<file path="src/rtl/commit_unit_if.sv">
// Commit-stage types and the ROB-to-commit interface.
// The ROB side drives the commit stream; commit_unit drives the results.
package commit_pkg;

  typedef enum logic [1:0] {
    RF_GPR  = 2'd0,
    RF_FPR  = 2'd1,
    RF_NONE = 2'd2
  } RegType_t;

  typedef struct packed {
    RegType_t   regtype;
    logic [5:0] addr;
  } RegFile_t;

  typedef enum logic [3:0] {
    EXP_IMISALIGN = 4'h0,
    EXP_IFAULT    = 4'h1,
    EXP_ILLEGAL   = 4'h2,
    EXP_BREAK     = 4'h3,
    EXP_LMISALIGN = 4'h4,
    EXP_LFAULT    = 4'h5,
    EXP_SMISALIGN = 4'h6,
    EXP_SFAULT    = 4'h7,
    EXP_ECALL_U   = 4'h8,
    EXP_ECALL_M   = 4'hb
  } ExpCode_t;

endpackage

interface commit_if
  import commit_pkg::*;
#(
  parameter int DATA = 32,
  parameter int ADDR = 32,
  parameter int ROB  = 5,
  parameter int CNT  = 64
);
  logic            commit_e_;
  logic            commit_jump_;
  logic            flush_;
  logic [ADDR-1:0] commit_pc;
  RegFile_t        commit_rd;
  logic [DATA-1:0] commit_data;
  logic            commit_exp_;
  ExpCode_t        commit_exp_code;
  logic [ADDR-1:0] exp_handler_pc;
  logic [ROB-1:0]  commit_rob_id;

  logic            arf_we_;
  logic [4:0]      arf_waddr;
  logic [DATA-1:0] arf_wdata;
  logic            redirect_e_;
  logic [ADDR-1:0] redirect_pc;
  logic            fe_hold;
  logic            exp_e_;
  logic [ADDR-1:0] exp_epc;
  ExpCode_t        exp_cause;
  logic [CNT-1:0]  instret;
  logic [ROB-1:0]  last_rob_id;

  modport master (
    output commit_e_, commit_jump_, flush_,
    output commit_pc, commit_rd, commit_data,
    output commit_exp_, commit_exp_code,
    output exp_handler_pc, commit_rob_id,
    input  arf_we_, arf_waddr, arf_wdata,
    input  redirect_e_, redirect_pc, fe_hold,
    input  exp_e_, exp_epc, exp_cause,
    input  instret, last_rob_id
  );

  modport slave (
    input  commit_e_, commit_jump_, flush_,
    input  commit_pc, commit_rd, commit_data,
    input  commit_exp_, commit_exp_code,
    input  exp_handler_pc, commit_rob_id,
    output arf_we_, arf_waddr, arf_wdata,
    output redirect_e_, redirect_pc, fe_hold,
    output exp_e_, exp_epc, exp_cause,
    output instret, last_rob_id
  );

endinterface

</file>
<file path="src/rtl/commit_unit.sv">
// Retirement stage: ARF writeback, precise trap capture,
// fetch redirect with a fixed front-end drain window.
module commit_unit
  import commit_pkg::*;
#(
  parameter int DATA         = 32,
  parameter int ADDR         = 32,
  parameter int ROB_DEPTH    = 32,
  parameter int ROB          = $clog2(ROB_DEPTH),
  parameter int FLUSH_CYCLES = 2,
  parameter int CNT          = 64
) (
  input logic     clk,
  input logic     reset,
  commit_if.slave cif
);

  typedef enum logic [1:0] {
    RUN,
    REDIRECT,
    DRAIN
  } state_t;

  localparam logic [3:0] DrainInit = 4'(FLUSH_CYCLES - 1);

  state_t          state_q;
  logic [3:0]      cnt_q;
  logic            arf_we_q;
  logic [4:0]      arf_waddr_q;
  logic [DATA-1:0] arf_wdata_q;
  logic            redirect_e_q;
  logic [ADDR-1:0] redirect_pc_q;
  logic            fe_hold_q;
  logic            exp_e_q;
  logic [ADDR-1:0] exp_epc_q;
  ExpCode_t        exp_cause_q;
  logic [CNT-1:0]  instret_q;
  logic [ROB-1:0]  last_rob_id_q;

  logic take, gpr_wr;
  logic unused_ok;

  assign take   = !cif.commit_e_ && (state_q == RUN);
  assign gpr_wr = (cif.commit_rd.regtype == RF_GPR)
               && (cif.commit_rd.addr != 6'd0);

  // Jumps retire like any other op; the link write is a plain rd write.
  assign unused_ok = ^{cif.commit_jump_, cif.commit_rd.addr[5]};

  always_ff @(posedge clk) begin
    if (reset) begin
      state_q       <= RUN;
      cnt_q         <= '0;
      arf_we_q      <= 1'b1;
      arf_waddr_q   <= '0;
      arf_wdata_q   <= '0;
      redirect_e_q  <= 1'b1;
      redirect_pc_q <= '0;
      fe_hold_q     <= 1'b0;
      exp_e_q       <= 1'b1;
      exp_epc_q     <= '0;
      exp_cause_q   <= EXP_IMISALIGN;
      instret_q     <= '0;
      last_rob_id_q <= '0;
    end else begin
      arf_we_q     <= 1'b1;
      redirect_e_q <= 1'b1;
      exp_e_q      <= 1'b1;
      unique case (state_q)
        RUN: begin
          if (take) begin
            if (!cif.commit_exp_) begin
              exp_e_q       <= 1'b0;
              exp_epc_q     <= cif.commit_pc;
              exp_cause_q   <= cif.commit_exp_code;
              redirect_e_q  <= 1'b0;
              redirect_pc_q <= cif.exp_handler_pc;
              fe_hold_q     <= 1'b1;
              state_q       <= REDIRECT;
            end else begin
              if (gpr_wr) begin
                arf_we_q    <= 1'b0;
                arf_waddr_q <= cif.commit_rd.addr[4:0];
                arf_wdata_q <= cif.commit_data;
              end
              instret_q     <= instret_q + CNT'(1);
              last_rob_id_q <= cif.commit_rob_id;
              if (!cif.flush_) begin
                redirect_e_q  <= 1'b0;
                redirect_pc_q <= cif.commit_data[ADDR-1:0];
                fe_hold_q     <= 1'b1;
                state_q       <= REDIRECT;
              end
            end
          end
        end
        REDIRECT: begin
          cnt_q   <= DrainInit;
          state_q <= DRAIN;
        end
        DRAIN: begin
          if (cnt_q == 4'd0) begin
            fe_hold_q <= 1'b0;
            state_q   <= RUN;
          end else begin
            cnt_q <= cnt_q - 4'd1;
          end
        end
        default: state_q <= RUN;
      endcase
    end
  end

  assign cif.arf_we_     = arf_we_q;
  assign cif.arf_waddr   = arf_waddr_q;
  assign cif.arf_wdata   = arf_wdata_q;
  assign cif.redirect_e_ = redirect_e_q;
  assign cif.redirect_pc = redirect_pc_q;
  assign cif.fe_hold     = fe_hold_q;
  assign cif.exp_e_      = exp_e_q;
  assign cif.exp_epc     = exp_epc_q;
  assign cif.exp_cause   = exp_cause_q;
  assign cif.instret     = instret_q;
  assign cif.last_rob_id = last_rob_id_q;

endmodule

</file>
<file path="src/flat_wrapper.sv">
// flat-port wrapper written by rule: the top's interface ports become plain ports
module commit_unit_flat import commit_pkg::*;
#(
  parameter int DATA         = 32,
  parameter int ADDR         = 32,
  parameter int ROB_DEPTH    = 32,
  parameter int ROB          = $clog2(ROB_DEPTH),
  parameter int FLUSH_CYCLES = 2,
  parameter int CNT          = 64
)
  (clk, reset, cif_commit_e_, cif_commit_jump_, cif_flush_, cif_commit_pc, cif_commit_rd, cif_commit_data, cif_commit_exp_, cif_commit_exp_code, cif_exp_handler_pc, cif_commit_rob_id, cif_arf_we_, cif_arf_waddr, cif_arf_wdata, cif_redirect_e_, cif_redirect_pc, cif_fe_hold, cif_exp_e_, cif_exp_epc, cif_exp_cause, cif_instret, cif_last_rob_id);
  commit_if #(.DATA(DATA), .ADDR(ADDR), .ROB(ROB), .CNT(CNT)) cif_i ();
  input logic clk;
  input logic reset;
  input wire logic [$bits(cif_i.commit_e_)-1:0] cif_commit_e_;
  input wire logic [$bits(cif_i.commit_jump_)-1:0] cif_commit_jump_;
  input wire logic [$bits(cif_i.flush_)-1:0] cif_flush_;
  input wire logic [$bits(cif_i.commit_pc)-1:0] cif_commit_pc;
  input wire logic [$bits(cif_i.commit_rd)-1:0] cif_commit_rd;
  input wire logic [$bits(cif_i.commit_data)-1:0] cif_commit_data;
  input wire logic [$bits(cif_i.commit_exp_)-1:0] cif_commit_exp_;
  input wire logic [$bits(cif_i.commit_exp_code)-1:0] cif_commit_exp_code;
  input wire logic [$bits(cif_i.exp_handler_pc)-1:0] cif_exp_handler_pc;
  input wire logic [$bits(cif_i.commit_rob_id)-1:0] cif_commit_rob_id;
  output wire logic [$bits(cif_i.arf_we_)-1:0] cif_arf_we_;
  output wire logic [$bits(cif_i.arf_waddr)-1:0] cif_arf_waddr;
  output wire logic [$bits(cif_i.arf_wdata)-1:0] cif_arf_wdata;
  output wire logic [$bits(cif_i.redirect_e_)-1:0] cif_redirect_e_;
  output wire logic [$bits(cif_i.redirect_pc)-1:0] cif_redirect_pc;
  output wire logic [$bits(cif_i.fe_hold)-1:0] cif_fe_hold;
  output wire logic [$bits(cif_i.exp_e_)-1:0] cif_exp_e_;
  output wire logic [$bits(cif_i.exp_epc)-1:0] cif_exp_epc;
  output wire logic [$bits(cif_i.exp_cause)-1:0] cif_exp_cause;
  output wire logic [$bits(cif_i.instret)-1:0] cif_instret;
  output wire logic [$bits(cif_i.last_rob_id)-1:0] cif_last_rob_id;
  assign cif_i.commit_e_ = cif_commit_e_;
  assign cif_i.commit_jump_ = cif_commit_jump_;
  assign cif_i.flush_ = cif_flush_;
  assign cif_i.commit_pc = cif_commit_pc;
  assign cif_i.commit_rd = cif_commit_rd;
  assign cif_i.commit_data = cif_commit_data;
  assign cif_i.commit_exp_ = cif_commit_exp_;
  assign cif_i.commit_exp_code = cif_commit_exp_code;
  assign cif_i.exp_handler_pc = cif_exp_handler_pc;
  assign cif_i.commit_rob_id = cif_commit_rob_id;
  assign cif_arf_we_ = cif_i.arf_we_;
  assign cif_arf_waddr = cif_i.arf_waddr;
  assign cif_arf_wdata = cif_i.arf_wdata;
  assign cif_redirect_e_ = cif_i.redirect_e_;
  assign cif_redirect_pc = cif_i.redirect_pc;
  assign cif_fe_hold = cif_i.fe_hold;
  assign cif_exp_e_ = cif_i.exp_e_;
  assign cif_exp_epc = cif_i.exp_epc;
  assign cif_exp_cause = cif_i.exp_cause;
  assign cif_instret = cif_i.instret;
  assign cif_last_rob_id = cif_i.last_rob_id;
  commit_unit #(.DATA(DATA), .ADDR(ADDR), .ROB_DEPTH(ROB_DEPTH), .ROB(ROB), .FLUSH_CYCLES(FLUSH_CYCLES), .CNT(CNT)) u_core (.clk(clk), .reset(reset), .cif(cif_i));
endmodule
</file>
<file path="config.mk">
export PLATFORM = sky130hd
export DESIGN_NAME = commit_unit_flat
export DESIGN_NICKNAME = d
export VERILOG_FILES = /design/src/rtl/commit_unit_if.sv /design/src/rtl/commit_unit.sv /design/src/flat_wrapper.sv
export SDC_FILE = /design/constraint.sdc
export NUM_CORES = 1
export LEC_CHECK = 0
export CELL_PAD_IN_SITES_DETAIL_PLACEMENT = 1
export CELL_PAD_IN_SITES_GLOBAL_PLACEMENT = 1
export CORE_MARGIN = 2
export CORE_UTILIZATION = 32
export CTS_BUF_LIST = sky130_fd_sc_hd__clkbuf_8
export CTS_CLUSTER_SIZE = 16
export DETAILED_ROUTE_END_ITERATION = 10
export PLACE_DENSITY = 0.8
export SLEW_MARGIN = 40
export SYNTH_ARGS = -nofsm -noshare
export SYNTH_HDL_FRONTEND = slang
export SYNTH_SLANG_ARGS = --single-unit
export TNS_END_PERCENT = 30
</file>
<file path="constraint.sdc">
create_clock -name clk -period 2.6 [get_ports clk]
set_input_delay 0.39 -clock clk [delete_from_list [all_inputs] [get_ports clk]]
set_output_delay 0.39 -clock clk [all_outputs]
set_load 0.02 [all_outputs]
</file>
==> flow_summary_export.csv, run 1 <==
group,metric,value,unit
outcome,status,"finished clean",
die,ioPinCount,297,
die,fp.dieW,157,um
clock_network,cts_sinks,184,
yosys,synth_top_cells_by_area,"dfxtp_1 (49%), nand2_1 (8.9%), a21oi_1 (7.6%), mux2i_1 (4.3%), nor2_1 (4.1%)",
clock_network,clk_pin_slew,100,ps
yosys,synth_warnings,0,
yosys,ys_seq_elements,184,
critical_path,path_max_fanout,7,
layout,post-route-util,50.0,%
global_route,grt_remaining_overflow,0,
critical_path,cp_cell_sequence,"or4b_4 -> or4_1 -> nor4b_1 -> xnor2_1 -> nor2_1",
critical_path,required,2960,ps
placed_design,place_hpwl,19200,um
sta,rsz0062_at_grt,"false",
sta,maxSlewHeadroom,55.4,%
yosys,post-synth-top-count-cell,"dfxtp_1",
sta,worst_pin_slew,669,ps
critical_path,critPathMaxStageDelay,640,ps
clock_network,cts_buffer_depth,2,
yosys,synth_top_area_share,49.2,%
layout,fin_cells,1519,
min_path,worstHoldEndpoint,"u_core.cif.arf_wdata[28]",
drt,routedWlPerCell,17.1,um
power_and_ir_drop,internal_power,4.22,mW
power_and_ir_drop,pwr-share-clk,34.6,%
yosys,async_reset_ff_share,0,%
global_route,first_global_vias,7743,
power_and_ir_drop,p_sw_share,28.3,%
placed_design,port_buffers,295,
die,dieArea,24600,um2
yosys,synthFlopType,"dfxtp_1",
critical_path,crit_path_top_delay_cell,"or4_1",
clock_network,numCtsBuffers,17,
sta,min_period,2280,ps
drt,first_iter_violations,220,
global_route,antenna_found_initial,0,
yosys,syn_area,7490,um2
power_and_ir_drop,ir_worst_vdd,0.263,mV
clock_network,clk_latency,470,ps
die,die_y,157,um
global_route,grt_use_total,21.2,%
critical_path,worstSetupEndpointType,"flop",
sta,setup_tns,0,ps
sta,drv_slew,0,
drt,via_per_inst,4.95,
layout,drive_above_1_share,7.21,%
clock_network,cts-root-buf,"clkbuf_8",
sta,setup_viol,0,
critical_path,critical-path-top-delay-family,"simple AND/OR/NAND/NOR gates",
placed_design,place_congestion,0.766,
sta,finalWorstSetupSlack,321,ps
critical_path,r2r_end,"u_core.cif.instret[34]",
power_and_ir_drop,seq_power_share,50.4,%
yosys,synth.largest_area_cell,"dfxtp_1",
critical_path,path_class,"flop to flop",
min_path,hp-class,"input port to flop",
clock_network,cts_hold_buf,0,
power_and_ir_drop,power.density,516,nW/um2
placed_design,placed_cells,1487,
critical_path,crit_buf_inv,0,
drt,wl,26000,um
yosys,syn_nets,1019,
yosys,ys_top_cells_by_count,"dfxtp_1 (184), nand2_1 (178), a21oi_1 (114), nor2_1 (82), clkbuf_1 (46)",
min_path,whs_path_depth,2,
placed_design,place_ws,-155,ps
sta,fmax,439,MHz
yosys,postSynthCellCount,897,
critical_path,worst_ep_arrival_time,2640,ps
power_and_ir_drop,p_leak,3.90,nW
layout,insertedDiodeCount,0,
layout,nets,1315,
yosys,yosysUniqueCellTypes,44,
global_route,grt_max_degree,69,
power_and_ir_drop,combPwrFrac,15.0,%
yosys,synth_edf_count,0,
drt,vias,7519,
yosys,yosysSeqAreaShare,49.2,%
drt,ant_nets,0,
global_route,grt_pass1_wl,41000,um
yosys,syn_avg_cell_area,8.35,um2
critical_path,r2r_setup_slack,320,ps
sta,fin_worst_skew,18.6,ps
clock_network,h-tree-depth,4,
critical_path,r2r_cells,5,
die,coreArea,22800,um2
sta,fin_crit_sh,87.7,%
job,drv_cap,0,
die,row_count,55,
clock_network,cts_resized,0,
critical_path,reg2reg_from,"u_core.state_q[1]",
drt,dr.pass1.iters,4,
power_and_ir_drop,p_sw,1.66,mW
sta,hold_viol,0,
min_path,min-delay-start,"reset",
drt,drcViolationCount,0,
critical_path,worstSetupStartpointType,"flop",
clock_network,post_cts_buffers,0,
die,start_util,32.9,%
clock_network,cts_tree,"yes",
sta,whs,358,ps
layout,area.growth.synth_to_final,52.1,%
[through the flow]
step / total power, mW / area [um2]
after floorplan: 3.42 / 7490
after global placement: 3.90 / 11000
after detailed placement: 3.92 / 11000
after CTS: 5.97 / 11400
after global routing: 6.15 / 11400
final: 5.88 / 11400
[cell families (layout without fill, tap and decap cells)]
| kind of cell | count (synthesis) | in the layout | share of synthesized area (%) |
|---|---|---|---|
| mux | 32 | 32 | 4.28 |
| simple gates | 394 | 394 | 24.8 |
| buf+inv | 68 | 377 | 3.78 |
| flops | 184 | 184 | 49.2 |
| compound gates | 183 | 183 | 13.6 |
| fa+ha+maj | 3 | 3 | 0.501 |
| xor+xnor | 33 | 33 | 3.86 |
[how the worst max path moves through the flow]
stage	startpoint	end	slack (ps)	cells after the start
after floorplan	u_core.state_q[1]	u_core.cif.instret[44]	150	7
after global placement	cif_commit_e_	u_core.cif.instret[34]	-160	6
after detailed placement	cif_commit_e_	u_core.cif.instret[34]	-150	6
after CTS	u_core.state_q[1]	u_core.cif.instret[34]	310	5
after global routing	u_core.state_q[1]	u_core.cif.instret[43]	130	6
final	u_core.state_q[1]	u_core.cif.instret[34]	320	5
[cell type report]
type,instances,area [um2]
tap,313,392
inverter,13,48.8
sequential,184,3680
fill,2678,11400
timing repair buffer,332,3310
clock inverter,13,145
clock buffer,19,262
multi-input combinational,645,3550
[cell usage in the layout (no fill, tap or decap), types with 10 or more instances in the layout]
| master | Yosys | routed |
|---|---|---|
| a211oi_1 | 32 | 32 |
| a21oi_1 | 114 | 113 |
| buf_4 | 0 | 30 |
| clkbuf_8 | 0 | 19 |
| clkdlybuf4s50_1 | 0 | 293 |
| dfxtp_1 | 184 | 184 |
| inv_1 | 12 | 12 |
| mux2i_1 | 32 | 32 |
| nand2_1 | 178 | 178 |
| nand3_1 | 25 | 25 |
| nand4_1 | 26 | 26 |
| nor2_1 | 82 | 81 |
| nor3_1 | 10 | 10 |
| o21ai_0 | 28 | 28 |
| or3_1 | 28 | 28 |
| xnor2_1 | 17 | 17 |
| xor2_1 | 16 | 16 |
[sequential cells by signal, indices dropped and copies added, names as in the netlist]
name,cells
u_core.cif.redirect_e_,1
u_core.cif.arf_waddr,5
u_core.cif.exp_epc,32
u_core.cif.arf_we_,1
u_core.cif.exp_cause,4
u_core.cif.arf_wdata,32
u_core.cif.exp_e_,1
u_core.cif.last_rob_id,5
u_core.cif.instret,64
u_core.state_q,2
u_core.cif.redirect_pc,32
u_core.cif.fe_hold,1
u_core.cnt_q,4
[power groups by stage]
stage	registers [mW]	clock network, mW	logic [mW]
after CTS	2.97	2.11	0.894
after global routing	2.98	2.22	0.953
after detailed placement	3.03	0	0.889
final	2.97	2.03	0.880
after floorplan	3.14	0	0.274
after global placement	3.03	0	0.875
[metal layers]
layer	up-vias	global-route usage (%)	share of wire [%]	wire, um
met4	0	5.99	1.6	429
met5	-	0	0	0
li1	3684	-	-	-
met3	29	8.89	8.9	2320
met2	204	37.3	49	12900
met1	3602	23.3	40	10400
No activity file was read; power rests on OpenSTA's default activity.
==> run 2: changes to the inputs <==
--- a/config.mk
+++ b/config.mk
@@ -12,6 +12,7 @@
 export CTS_BUF_LIST = sky130_fd_sc_hd__clkbuf_8
 export CTS_CLUSTER_SIZE = 16
 export DETAILED_ROUTE_END_ITERATION = 10
+export GPL_ROUTABILITY_DRIVEN = 0
 export PLACE_DENSITY = 0.8
 export SLEW_MARGIN = 40
 export SYNTH_ARGS = -nofsm -noshare
==> results of run 2 <==
Final layout, timing and power as in run 1 (identical DEF).
